[config.mk]
export PLATFORM = sky130hd
export DESIGN_NAME = sort_scheduler
export DESIGN_NICKNAME = d
export VERILOG_FILES = /design/src/rtl/sort_scheduler.sv
export SDC_FILE = /design/constraint.sdc
export NUM_CORES = 1
export LEC_CHECK = 0
export ABC_CLOCK_PERIOD_IN_PS = 4620
export BUFFER_PORTS_ARGS = -buffer_cell sky130_fd_sc_hd__buf_2
export CAP_MARGIN = 20
export CELL_PAD_IN_SITES_DETAIL_PLACEMENT = 0
export CELL_PAD_IN_SITES_GLOBAL_PLACEMENT = 1
export CORE_ASPECT_RATIO = 1.1
export CORE_MARGIN = 4
export CORE_UTILIZATION = 42
export DETAILED_ROUTE_END_ITERATION = 6
export HOLD_SLACK_MARGIN = 0.08
export PLACE_DENSITY = 0.88
export SETUP_SLACK_MARGIN = 0.4
export SLEW_MARGIN = 0
export SYNTH_ARGS = -nofsm -noshare
export SYNTH_HDL_FRONTEND = slang
export SYNTH_SLANG_ARGS = --single-unit
[constraint.sdc]
create_clock -name clk -period 4.62 [get_ports clk]
set_input_delay 0.462 -clock clk [delete_from_list [all_inputs] [get_ports clk]]
set_output_delay 0.462 -clock clk [all_outputs]
set_load 0.03 [all_outputs]
[src/rtl/sort_scheduler.sv]
// Two-requester front end for an external 9-element sorter: arbitrates the sorter,
// gathers a job into a buffer, waits out the sorter latency, then streams the result.

module sort_scheduler_slot #(
  parameter int W = 4
) (
  input  logic         clk,
  input  logic         rst,
  input  logic         ld_en,
  input  logic [W-1:0] ld_data,
  input  logic         cap_en,
  input  logic [W-1:0] cap_data,
  output logic [W-1:0] buf_q,
  output logic [W-1:0] res_q
);
  always_ff @(posedge clk) begin
    if (rst) begin
      buf_q <= '0;
      res_q <= '0;
    end else begin
      if (ld_en)  buf_q <= ld_data;
      if (cap_en) res_q <= cap_data;
    end
  end
endmodule

module sort_scheduler #(
  parameter int SORT_LAT = 1
) (
  input  logic        clk,
  input  logic        rst,
  input  logic [1:0]  req,
  output logic [1:0]  grant,
  input  logic [1:0]  in_valid,
  input  logic [3:0]  in_data0,
  input  logic [3:0]  in_data1,
  output logic [1:0]  in_ready,
  output logic [35:0] srt_in,
  input  logic [35:0] srt_out,
  output logic        out_valid,
  input  logic        out_ready,
  output logic [3:0]  out_data,
  output logic        out_id,
  output logic        out_last,
  output logic        busy
);
  localparam int NUM_ELEMS = 9;
  localparam int ELEM_W    = 4;
  localparam int CW        = 4;

  typedef enum logic [1:0] {IDLE, LOAD, PROCESS, WRITE} state_t;

  typedef struct packed {
    logic              valid;
    logic              last;
    logic              id;
    logic [ELEM_W-1:0] data;
  } beat_t;

  state_t state, state_nxt;
  logic [1:0]    grant_q;
  logic          rr_ptr;     // requester that wins the next contention
  logic [CW-1:0] cnt, wait_cnt, idx;
  logic          gid, pick;
  logic          sel_req, sel_valid;
  logic [ELEM_W-1:0] sel_data;
  logic          abort, load_fire, load_done, proc_done, out_fire, job_done;
  logic [NUM_ELEMS-1:0]             ld_en;
  logic [NUM_ELEMS-1:0][ELEM_W-1:0] buf_q, res_q;
  beat_t         beat;

  assign gid       = grant_q[1];
  assign pick      = (req == 2'b11) ? rr_ptr : req[1];
  assign sel_req   = req[gid];
  assign sel_valid = in_valid[gid];
  assign sel_data  = gid ? in_data1 : in_data0;

  // Dropping the request wins over a same-cycle handshake.
  assign abort     = (state == LOAD) && !sel_req;
  assign load_fire = (state == LOAD) && sel_req && sel_valid;
  assign load_done = load_fire && (cnt == CW'(NUM_ELEMS-1));
  assign proc_done = (state == PROCESS) && (wait_cnt == CW'(SORT_LAT-1));
  assign out_fire  = (state == WRITE) && out_ready;
  assign job_done  = out_fire && (idx == CW'(NUM_ELEMS-1));

  for (genvar k = 0; k < NUM_ELEMS; k++) begin : g_slot
    assign ld_en[k] = load_fire && (cnt == CW'(k));
    sort_scheduler_slot #(.W(ELEM_W)) u_slot (
      .clk      (clk),
      .rst      (rst),
      .ld_en    (ld_en[k]),
      .ld_data  (sel_data),
      .cap_en   (proc_done),
      .cap_data (srt_out[ELEM_W*k +: ELEM_W]),
      .buf_q    (buf_q[k]),
      .res_q    (res_q[k])
    );
  end

  always_ff @(posedge clk) begin
    if (rst) state <= IDLE;
    else     state <= state_nxt;
  end

  always_comb begin
    state_nxt = state;
    case (state)
      IDLE:    if (|req) state_nxt = LOAD;
      LOAD: begin
        if (abort)          state_nxt = IDLE;
        else if (load_done) state_nxt = PROCESS;
      end
      PROCESS: if (proc_done) state_nxt = WRITE;
      WRITE:   if (job_done)  state_nxt = IDLE;
      default: state_nxt = IDLE;
    endcase
  end

  always_comb begin
    beat     = '0;
    in_ready = 2'b00;
    if (state == LOAD) in_ready = grant_q;
    if (state == WRITE) begin
      beat.valid = 1'b1;
      beat.last  = (idx == CW'(NUM_ELEMS-1));
      beat.id    = gid;
      beat.data  = res_q[idx];
    end
  end

  assign out_valid = beat.valid;
  assign out_last  = beat.last;
  assign out_id    = beat.id;
  assign out_data  = beat.data;
  assign grant     = grant_q;
  assign busy      = (state != IDLE);
  assign srt_in    = buf_q;

  always_ff @(posedge clk) begin
    if (rst) begin
      grant_q  <= '0;
      rr_ptr   <= 1'b0;
      cnt      <= '0;
      wait_cnt <= '0;
      idx      <= '0;
    end else begin
      case (state)
        IDLE: if (|req) grant_q <= pick ? 2'b10 : 2'b01;
        LOAD: begin
          if (abort) grant_q <= '0;
          if (abort || load_done) cnt <= '0;
          else if (load_fire)     cnt <= cnt + 1'b1;
        end
        PROCESS: wait_cnt <= proc_done ? '0 : wait_cnt + 1'b1;
        WRITE: begin
          if (out_fire) begin
            if (job_done) begin
              idx     <= '0;
              grant_q <= '0;
              rr_ptr  <= ~gid;  // the other requester gets priority next time
            end else begin
              idx <= idx + 1'b1;
            end
          end
        end
        default: ;
      endcase
    end
  end
endmodule

==> results.cfg, run 1 <==
[synthesis]
yosys_register_bits = 89
synth_nets = 505
syn_area_um2 = 3995
async_reset_ff_share_pct = 0
synthSimpleGateAreaFrac_pct = 24.05
synth_edf_count = 0
synth_cell_types = 41
synth_cells = 446
ys_seq_area_share_pct = 44.60
synthAdderAreaFrac_pct = 2.505
synth_commonest_cells = dfxtp_1 (89), nand2_1 (85), nor2_1 (48), a21oi_1 (46), a211oi_1 (34)
synth_area_leaders = dfxtp_1 (45%), nand2_1 (8.0%), a211oi_1 (6.4%)
yosys.area.top_type = dfxtp_1
ys_warn_count = 0
synth_top_family_by_area = simple AND/OR/NAND/NOR gates
synthMuxAreaShare_pct = 7.924
ys.flop_type = dfxtp_1
avgSynthCellArea_um2 = 8.958
synth_compound_area_share_pct = 15.28
synth-xor-area-share_pct = 1.315
synth_most_common_cell = dfxtp_1
netlist.area_leader.share_pct = 44.60

[finish]
instances_no_fill = 653
nets = 590
synthToLayoutAreaGrowth_pct = 18.70
final_layout_size_suffix_gt1_share_pct = 25.93
final_util_pct = 50.96
fillCellCount = 916
n_antenna_cell = 0

[sta]
slew_headroom_pct = 31.86
setup_slack_ns = 1.960
period_share_pct = 57.57
fmax_mhz = 376.0
hold_slack_ns = 0.3273
setup_viol = 0
drv_slew = 0
rsz0062_at_grt = no
period_needed_ns = 2.660
hold_viol_final = 0
finClkSkew_ns = 0.009165
setup_tns_ns = 0
tightest_slew_ns = 0.9936

[worst_setup_path]
end_kind = output pin
critical_path_required_ns = 4.16
reg2reg_setup_slack_ns = 2.23
slowest_delay_ns = 0.84
path_class = flop to output pin
arrival_ns = 2.20
slowest_stage = dfxtp_1
cp-startpoint = idx[0]$_SDFFE_PP0P_
reg2reg_depth = 4
crit_chain = mux2i_1 -> a221oi_1 -> o21ai_0 -> a21oi_1 -> buf_2
critPathMaxFanout = 16
startpoint_type = flop
r2r_end = grant[1]$_SDFFE_PP0P_
cp-endpoint = out_data[2]
r2r-start = grant[1]$_SDFFE_PP0P_

[power]
leakage_nw = 1.752
switching_share_pct = 27.48
powerDensity_nw_per_um2 = 296.2
p_sw_mw = 0.3859
p_comb_share_pct = 7.4
seqPwrFrac_pct = 55.4
p_int_mw = 1.019
clkPwrFrac_pct = 37.2
ir_worst_vdd_v = 0.0001326

[clocking]
cts-root-buf = clkbuf_8
cts_max_path_buffers = 2
clk_latency_ns = 0.36
clkTransAtPathRegs_ns = 0.10
hold_buffers = 0
cts-buffers-inserted = 9
cts_resized = 0
cts_tree = yes
cts_setup_buffers = 0
cts_num_sinks = 89
h-tree-depth = 3

[routing]
drt-total-wl_um = 9257
ant_nets = 0
vias = 3381
drt-initial-drc-count = 95
dr.pass1.iters = 5
via_per_inst = 5.178
drt-wirelength-per-cell_um = 14.18
drc = 0

[global_route]
grt_first_pass_wirelength_um = 14790
grt_overflow = 0
antenna_found_initial = 0
grt_pass1_vias = 3115
track_usage_pct = 16.49
grt_max_degree = 57

[placed_design]
gp_congestion = 0.7938
dp.cells = 636
numPortBuffers = 98
hpwl_um = 6724
place_ws_ns = 2.225

[min_path]
hp-class = input port to flop
whs_path_depth = 3

[floorplan]
die_h_um = 110.3
die_w_um = 101.0
dieArea_um2 = 11140
initial_utilization_pct = 42.93
core_um2 = 9305
io_pins = 99
rows = 37

[status]
status = finished, final reports clean

[flow_run]
maxCapViolations = 0
cells in the final DEF, fill, tap and decap left out, types with 2 or more instances in the layout:
cell	instances
a211oi_1	34
nand3b_1	5
mux2i_1	17
nand2_1	85
nor2b_1	3
xor2_1	3
or3b_2	4
xnor2_1	3
inv_1	13
buf_4	2
ha_1	8
mux2i_4	2
clkbuf_8	9
mux4_2	4
nand3_1	4
o21ai_0	7
buf_2	98
and2_1	4
nand4_1	2
inv_8	3
and3_1	2
nand2b_1	4
nor3b_1	2
inv_6	2
nor3_1	5
a221oi_1	4
nor4_4	8
nor2_1	48
a21oi_1	46
dfxtp_1	89
metrics by stage:
step,area [um^2],power (mW)
after global routing,4742,1.462
final,4742,1.405
after floorplan,3995,0.8624
after global placement,4523,0.8990
after detailed placement,4523,0.9010
after CTS,4715,1.420
power by group through the flow:
stage	Sequential [mW]	Combinational (mW)	Clock (mW)
after floorplan	0.800	0.0628	0
after global placement	0.796	0.103	0
after detailed placement	0.796	0.105	0
after CTS	0.778	0.105	0.537
after global routing	0.780	0.113	0.570
final	0.778	0.104	0.522
kinds of logic (layout without fill, tap and decap cells):
kind of cell / count (synthesis) / after routing
xor gates and xnor gates: 6 / 6
muxes: 24 / 24
buffers and inverters: 40 / 130
adders and majority gates: 8 / 8
AOI/OAI and AO/OA: 97 / 97
DFF: 89 / 89
and+or+nand+nor: 182 / 182
flip-flops by register name, summed over array words and instances (netlist names), named ones only:
| name | cells |
|---|---|
| wait_cnt | 4 |
| cnt | 4 |
| g_slot.u_slot.buf_q | 36 |
| idx | 4 |
| g_slot.u_slot.res_q | 36 |
| state | 1 |
| grant | 2 |
| rr_ptr | 1 |
worst min-delay path by stage:
stage | from | end | slack, ns
2_1_floorplan | g_slot[1].u_slot.res_q[0]$_SDFFE_PP0P_ | g_slot[1].u_slot.res_q[0]$_SDFFE_PP0P_ | 0.43
3_3_place_gp | g_slot[4].u_slot.res_q[1]$_SDFFE_PP0P_ | g_slot[4].u_slot.res_q[1]$_SDFFE_PP0P_ | 0.44
3_5_place_dp | g_slot[4].u_slot.res_q[1]$_SDFFE_PP0P_ | g_slot[4].u_slot.res_q[1]$_SDFFE_PP0P_ | 0.45
4_1_cts | srt_out[35] | g_slot[8].u_slot.res_q[3]$_SDFFE_PP0P_ | 0.32
5_1_grt | srt_out[32] | g_slot[8].u_slot.res_q[0]$_SDFFE_PP0P_ | 0.33
6_report | srt_out[35] | g_slot[8].u_slot.res_q[3]$_SDFFE_PP0P_ | 0.33
area by class of cell:
cell class	instances	area (um^2)	area share, %
multi-input combinational	317	2041	43.03
timing repair buffer	101	533.0	11.24
inverter	13	48.80	1.029
sequential	89	1782	37.57
tap	117	146.4	3.087
clock inverter	7	67.56	1.425
clock buffer	9	123.9	2.612
worst max-delay path, delay by kind of cell, from the launching register on:
family          cells  cell delay (ns)
compound gates      3             0.62
mux                 1             0.17
flops               1             0.84
buf+inv             1             0.22
per-layer routing:
metal | GRT usage [%] | share of wire, %
met1 | 21.24 | 45
met2 | 27.75 | 47
met3 | 3.461 | 7.0
met4 | 5.128 | 1.0
met5 | 0 | 0
Power figures use the tool's default switching activity.
==> run 2: changes to the inputs <==
--- a/config.mk
+++ b/config.mk
@@ -5,17 +5,17 @@
 export SDC_FILE = /design/constraint.sdc
 export NUM_CORES = 1
 export LEC_CHECK = 0
-export ABC_CLOCK_PERIOD_IN_PS = 4620
+export ABC_CLOCK_PERIOD_IN_PS = 2700
 export BUFFER_PORTS_ARGS = -buffer_cell sky130_fd_sc_hd__buf_2
 export CAP_MARGIN = 20
 export CELL_PAD_IN_SITES_DETAIL_PLACEMENT = 0
 export CELL_PAD_IN_SITES_GLOBAL_PLACEMENT = 1
 export CORE_ASPECT_RATIO = 1.1
 export CORE_MARGIN = 4
-export CORE_UTILIZATION = 42
+export CORE_UTILIZATION = 39
 export DETAILED_ROUTE_END_ITERATION = 6
 export HOLD_SLACK_MARGIN = 0.08
-export PLACE_DENSITY = 0.88
+export PLACE_DENSITY = 0.83
 export SETUP_SLACK_MARGIN = 0.4
 export SLEW_MARGIN = 0
 export SYNTH_ARGS = -nofsm -noshare
==> constraint.sdc (replaced) <==
create_clock -name clk -period 2.7 [get_ports clk]
set_input_delay 0.27 -clock clk [delete_from_list [all_inputs] [get_ports clk]]
set_output_delay 0.27 -clock clk [all_outputs]
set_load 0.03 [all_outputs]
==> run 2 against run 1 <==
  * Sequential power is 71% higher
  * Global-route usage is 0.43 points lower
  * Total power is 70% higher
  * Critical path type unchanged
  * Highest routed layer unchanged
  * Largest power group unchanged
  * Clock skew increased by 0.0020 ns
==> results.cfg, run 2 (same netlist as run 1, synthesis figures left out) <==
[floorplan]
core_um2 = 9937
io_pins = 99
die_w_um = 104.5
initial_utilization_pct = 40.20
rows = 38
dieArea_um2 = 11930
die_h_um = 114.2

[routing]
drt-total-wl_um = 9501
drt-initial-drc-count = 96
drt-wirelength-per-cell_um = 14.33
dr.pass1.iters = 4
via_per_inst = 5.080
drc = 0
vias = 3368
ant_nets = 0

[power]
powerDensity_nw_per_um2 = 500.5
p_total_mw = 2.393
ir_worst_vdd_v = 0.0003065
leakage_nw = 1.777

[flow_run]
maxCapViolations = 0

[global_route]
grt_max_degree = 54
antenna_found_initial = 0
track_usage_pct = 16.06
grt_overflow = 0
grt_first_pass_wirelength_um = 15670
grt_pass1_vias = 3242

[sta]
period_share_pct = 80.16
rsz0062_at_grt = no
tightest_slew_ns = 0.8104
hold_slack_ns = 0.1396
setup_tns_ns = 0
drv_slew = 0
hold_viol_final = 0
fmax_mhz = 462.0
setup_viol = 0
period_needed_ns = 2.164
slew_headroom_pct = 44.82
finClkSkew_ns = 0.01113

[status]
status = finished, final reports clean

[clocking]
h-tree-depth = 3
clk_latency_ns = 0.36
cts-root-buf = clkbuf_8
cts_max_path_buffers = 2
cts_resized = 3
hold_buffers = 0
cts_tree = yes
cts_setup_buffers = 0
cts-buffers-inserted = 9
clkTransAtPathRegs_ns = 0.10
cts_num_sinks = 89

[finish]
reg_top3 = g_slot.u_slot.buf_q (36), g_slot.u_slot.res_q (36)
layout_common_cells = buf_2 (98), dfxtp_1 (87), nand2_1 (85), nor2_1 (48), a21oi_1 (46)
n_antenna_cell = 0
instances_no_fill = 663
final_util_pct = 48.11
synthToLayoutAreaGrowth_pct = 19.67
final_common_cell = buf_2
nets = 597
final_layout_size_suffix_gt1_share_pct = 27.44

[placed_design]
gp_congestion = 0.7685
hpwl_um = 6839
dp.cells = 647
numPortBuffers = 98

[worst_setup_path]
critPathMaxFanout = 10
slowest_stage = mux4_2
critical_path_buf_inv_count = 1
arrival_ns = 1.89
end_kind = output pin
crit_chain = mux4_2 -> o21ai_0 -> a21oi_1 -> buf_2
cp.depth = 4
path_class = flop to output pin
slowest_delay_ns = 0.54
startpoint_type = flop
reg2reg_depth = 5
crit_family = multiplexers
critical_path_required_ns = 2.43

[min_path]
hp-class = input port to flop
whs_path_depth = 3
## run 2: worst paths after layout
kind | from | to | slack, ns
worst min-delay path | srt_out[21] | g_slot[5].u_slot.res_q[1]$_SDFFE_PP0P_ | 0.14
worst max-delay path | idx[2]$_SDFFE_PP0P_ | out_data[1] | 0.54
worst min register to register | g_slot[5].u_slot.res_q[1]$_SDFFE_PP0P_ | g_slot[5].u_slot.res_q[1]$_SDFFE_PP0P_ | 0.46
worst max register to register | cnt[0]$_SDFFE_PP0P_ | g_slot[3].u_slot.buf_q[1]$_SDFFE_PP0P_ | 0.74
## run 2: power by group
group | switching [mW] | internal [mW]
sequential | 0.00830 | 1.32
clock | 0.522 | 0.353
combinational | 0.121 | 0.0701
## run 2: layout make-up
| type | count | area [um^2] |
|---|---|---|
| well taps | 120 | 150.1 |
| inverters | 13 | 48.80 |
| multi-input cells | 317 | 2047 |
| fillers | 984 | 5156 |
| clock inverters | 7 | 58.81 |
| flip-flops and latches | 89 | 1787 |
| clock buffers | 9 | 123.9 |
| repair buffers | 108 | 565.5 |
## run 2: worst register-to-register path, stage by stage (launching register included)
cell and delay [ns]:
dfxtp_1 0.42, ha_1 0.24, or3b_2 0.49, nor4_4 0.38, nor2_1 0.08, a211oi_1 0.25
## run 2: per-stage QoR
step | instance area, um^2 | setup slack, ns
6_report | 4781 | 0.5357
5_1_grt | 4781 | 0.4140
4_1_cts | 4778 | 0.4871
3_5_place_dp | 4587 | 0.6006
3_3_place_gp | 4587 | 0.6799
2_1_floorplan | 3995 | 0.6368
## run 2: routing by layer
metal / global-route usage, % / wire (um) / vias up
met4: 5.408 / 144 / 0
li1: - / - / 1736
met1: 19.61 / 4189 / 1538
met2: 27.61 / 4678 / 81
met5: 0 / 0 / -
met3: 4.174 / 489 / 13
==> run 3: changes to the inputs <==
--- a/config.mk
+++ b/config.mk
@@ -5,7 +5,7 @@
 export SDC_FILE = /design/constraint.sdc
 export NUM_CORES = 1
 export LEC_CHECK = 0
-export ABC_CLOCK_PERIOD_IN_PS = 2700
+export ABC_CLOCK_PERIOD_IN_PS = 2000
 export BUFFER_PORTS_ARGS = -buffer_cell sky130_fd_sc_hd__buf_2
 export CAP_MARGIN = 20
 export CELL_PAD_IN_SITES_DETAIL_PLACEMENT = 0
==> constraint.sdc (replaced) <==
create_clock -name clk -period 2 [get_ports clk]
set_input_delay 0.2 -clock clk [delete_from_list [all_inputs] [get_ports clk]]
set_output_delay 0.2 -clock clk [all_outputs]
set_load 0.03 [all_outputs]
==> run 3 against run 2 <==
  * Final cell count grew 14%
  * Routed wire length grew 30%
  * Critical path type unchanged
  * Clock skew is 0.0050 ns higher
  * Critical endpoint is now out_data[0]
  * Core utilization up 15 points
  * Critical path depth did not move
  * Sequential share of layout area down 8.7 points
  * Register-to-register slack worse by 0.52 ns
  * Die area unchanged
  * First-iteration DRC count rose by 42%
==> results.cfg, run 3 (same netlist as run 1, synthesis figures left out) <==
[power]
ir_worst_vdd_v = 0.0004328
powerDensity_nw_per_um2 = 575.1
leakage_nw = 2.419

[global_route]
track_usage_pct = 18.93
antenna_found_initial = 0
grt_max_degree = 62
grt_pass1_vias = 3667
grt_overflow = 0
grt_first_pass_wirelength_um = 18040

[routing]
ant_nets = 0
drt-initial-drc-count = 136
dr.pass1.iters = 5
drt-wirelength-per-cell_um = 16.39
drt-total-wl_um = 12360
via_per_inst = 5.223
drc = 0
vias = 3938

[clocking]
h-tree-depth = 3
cts-root-buf = clkbuf_8
cts_tree = yes
cts_num_sinks = 89
clkTransAtPathRegs_ns = 0.09
cts-buffers-inserted = 9
clk_latency_ns = 0.38
cts_max_path_buffers = 2

[placed_design]
hpwl_um = 7093
gp_congestion = 0.7925
numPortBuffers = 98

[worst_setup_path]
slowest_delay_ns = 0.53
slowest_stage = mux4_2
critPathMaxFanout = 7
critical_path_required_ns = 1.80
reg2reg_setup_slack_ns = 0.22
arrival_ns = 1.75
crit_chain = mux4_2 -> o21ai_2 -> a21oi_2 -> buf_4
reg2reg_depth = 8
startpoint_type = flop
end_kind = output pin
path_class = flop to output pin

[floorplan]
die_w_um = 104.5
core_um2 = 9937
io_pins = 99
rows = 38
dieArea_um2 = 11930
initial_utilization_pct = 40.20
die_h_um = 114.2

[sta]
slew_headroom_pct = 47.15
fmax_mhz = 513.6
period_needed_ns = 1.947
setup_tns_ns = 0
hold_viol_final = 0
setup_viol = 0
period_share_pct = 97.36
finClkSkew_ns = 0.01617
rsz0062_at_grt = yes
tightest_slew_ns = 0.7927
drv_slew = 0

[finish]
final_util_pct = 63.35
nets = 688
final_layout_size_suffix_gt1_share_pct = 46.06
layout_common_cells = buf_2 (92), nand2_1 (84), dfxtp_1 (78), a21oi_1 (40), buf_4 (39)
synthToLayoutAreaGrowth_pct = 57.56
final_common_cell = buf_2
reg_top3 = g_slot.u_slot.buf_q (36), g_slot.u_slot.res_q (36)
n_antenna_cell = 0

[flow_run]
maxCapViolations = 0

[min_path]
hp-class = input port to flop
whs_path_depth = 3

[status]
status = finished, final reports clean
==> run 3: changes by cell type in the layout (fill, tap and decap cells not counted), sizes merged <==
cell         delta
buf            +55
dlygate4sd3    +35
inv             -4
clkbuf          +3
clkinv          +2
bufinv          +1
clkinvlp        -1
==> run 3: area by class of cell <==
class                           count  area, um^2
Multi-Input combinational cell    317        2525
Fill cell                         786        3642
Sequential cell                    89        1808
Tap cell                          120       150.1
Timing Repair Buffer              199        1533
Inverter                           13       56.30
Clock inverter                      5       60.06
Clock buffer                       11       162.7
==> run 3: repair_timing <==
| item | CTS | global route |
|---|---|---|
| endpoints found under the setup margin | 54 | 87 |
| buffers inserted | 27 | 20 |
| pin swaps | 30 | 37 |
| hold buffers | 35 | 0 |
| hold endpoints to repair | 35 | 0 |
| cloned | 0 | 3 |
| gates resized for setup | 59 | 99 |
==> run 3: final timing paths <==
path,startpoint,to
min reg2reg,g_slot[1].u_slot.res_q[0]$_SDFFE_PP0P_,g_slot[1].u_slot.res_q[0]$_SDFFE_PP0P_
max,idx[2]$_SDFFE_PP0P_,out_data[0]
max reg2reg,cnt[0]$_SDFFE_PP0P_,g_slot[0].u_slot.buf_q[3]$_SDFFE_PP0P_
min,srt_out[27],g_slot[6].u_slot.res_q[3]$_SDFFE_PP0P_
==> run 3: routing by layer <==
metal | global-route usage, % | share of wire (%) | vias up
met5 | 0 | 0 | -
met2 | 34.75 | 52 | 109
li1 | - | - | 1917
met4 | 6.560 | 2.3 | 0
met1 | 21.21 | 41 | 1886
met3 | 4.963 | 4.3 | 26
==> run 3: metrics by stage <==
stage / instances / hold WS [ns] / total power [mW] / setup WS, ns / cell area [um^2]
after floorplan: 446 / 0.3360 / 1.994 / 0.3501 / 4070
after global placement: 653 / 0.4402 / 2.105 / 0.08403 / 4736
after detailed placement: 653 / 0.4462 / 2.110 / 0.08646 / 4736
after CTS: 731 / 0.08707 / 3.567 / 0.03279 / 5731
after global routing: 754 / 0.09638 / 3.737 / -0.001849 / 6295
final: 754 / 0.09574 / 3.620 / 0.05286 / 6295
==> run 3: critical path, delay by kind of cell, from the launching register on <==
family | cells | cell delay, ns
muxes | 1 | 0.53
DFF | 1 | 0.43
AOI/OAI and AO/OA | 2 | 0.25
buffers and inverters | 1 | 0.17
==> run 3: power by group <==
| group | switching (mW) | internal (mW) | total [mW] |
|---|---|---|---|
| clock | 0.703 | 0.695 | 1.40 |
| sequential | 0.0133 | 1.78 | 1.79 |
| combinational | 0.224 | 0.209 | 0.432 |
| total | 0.940 | 2.68 | 3.62 |
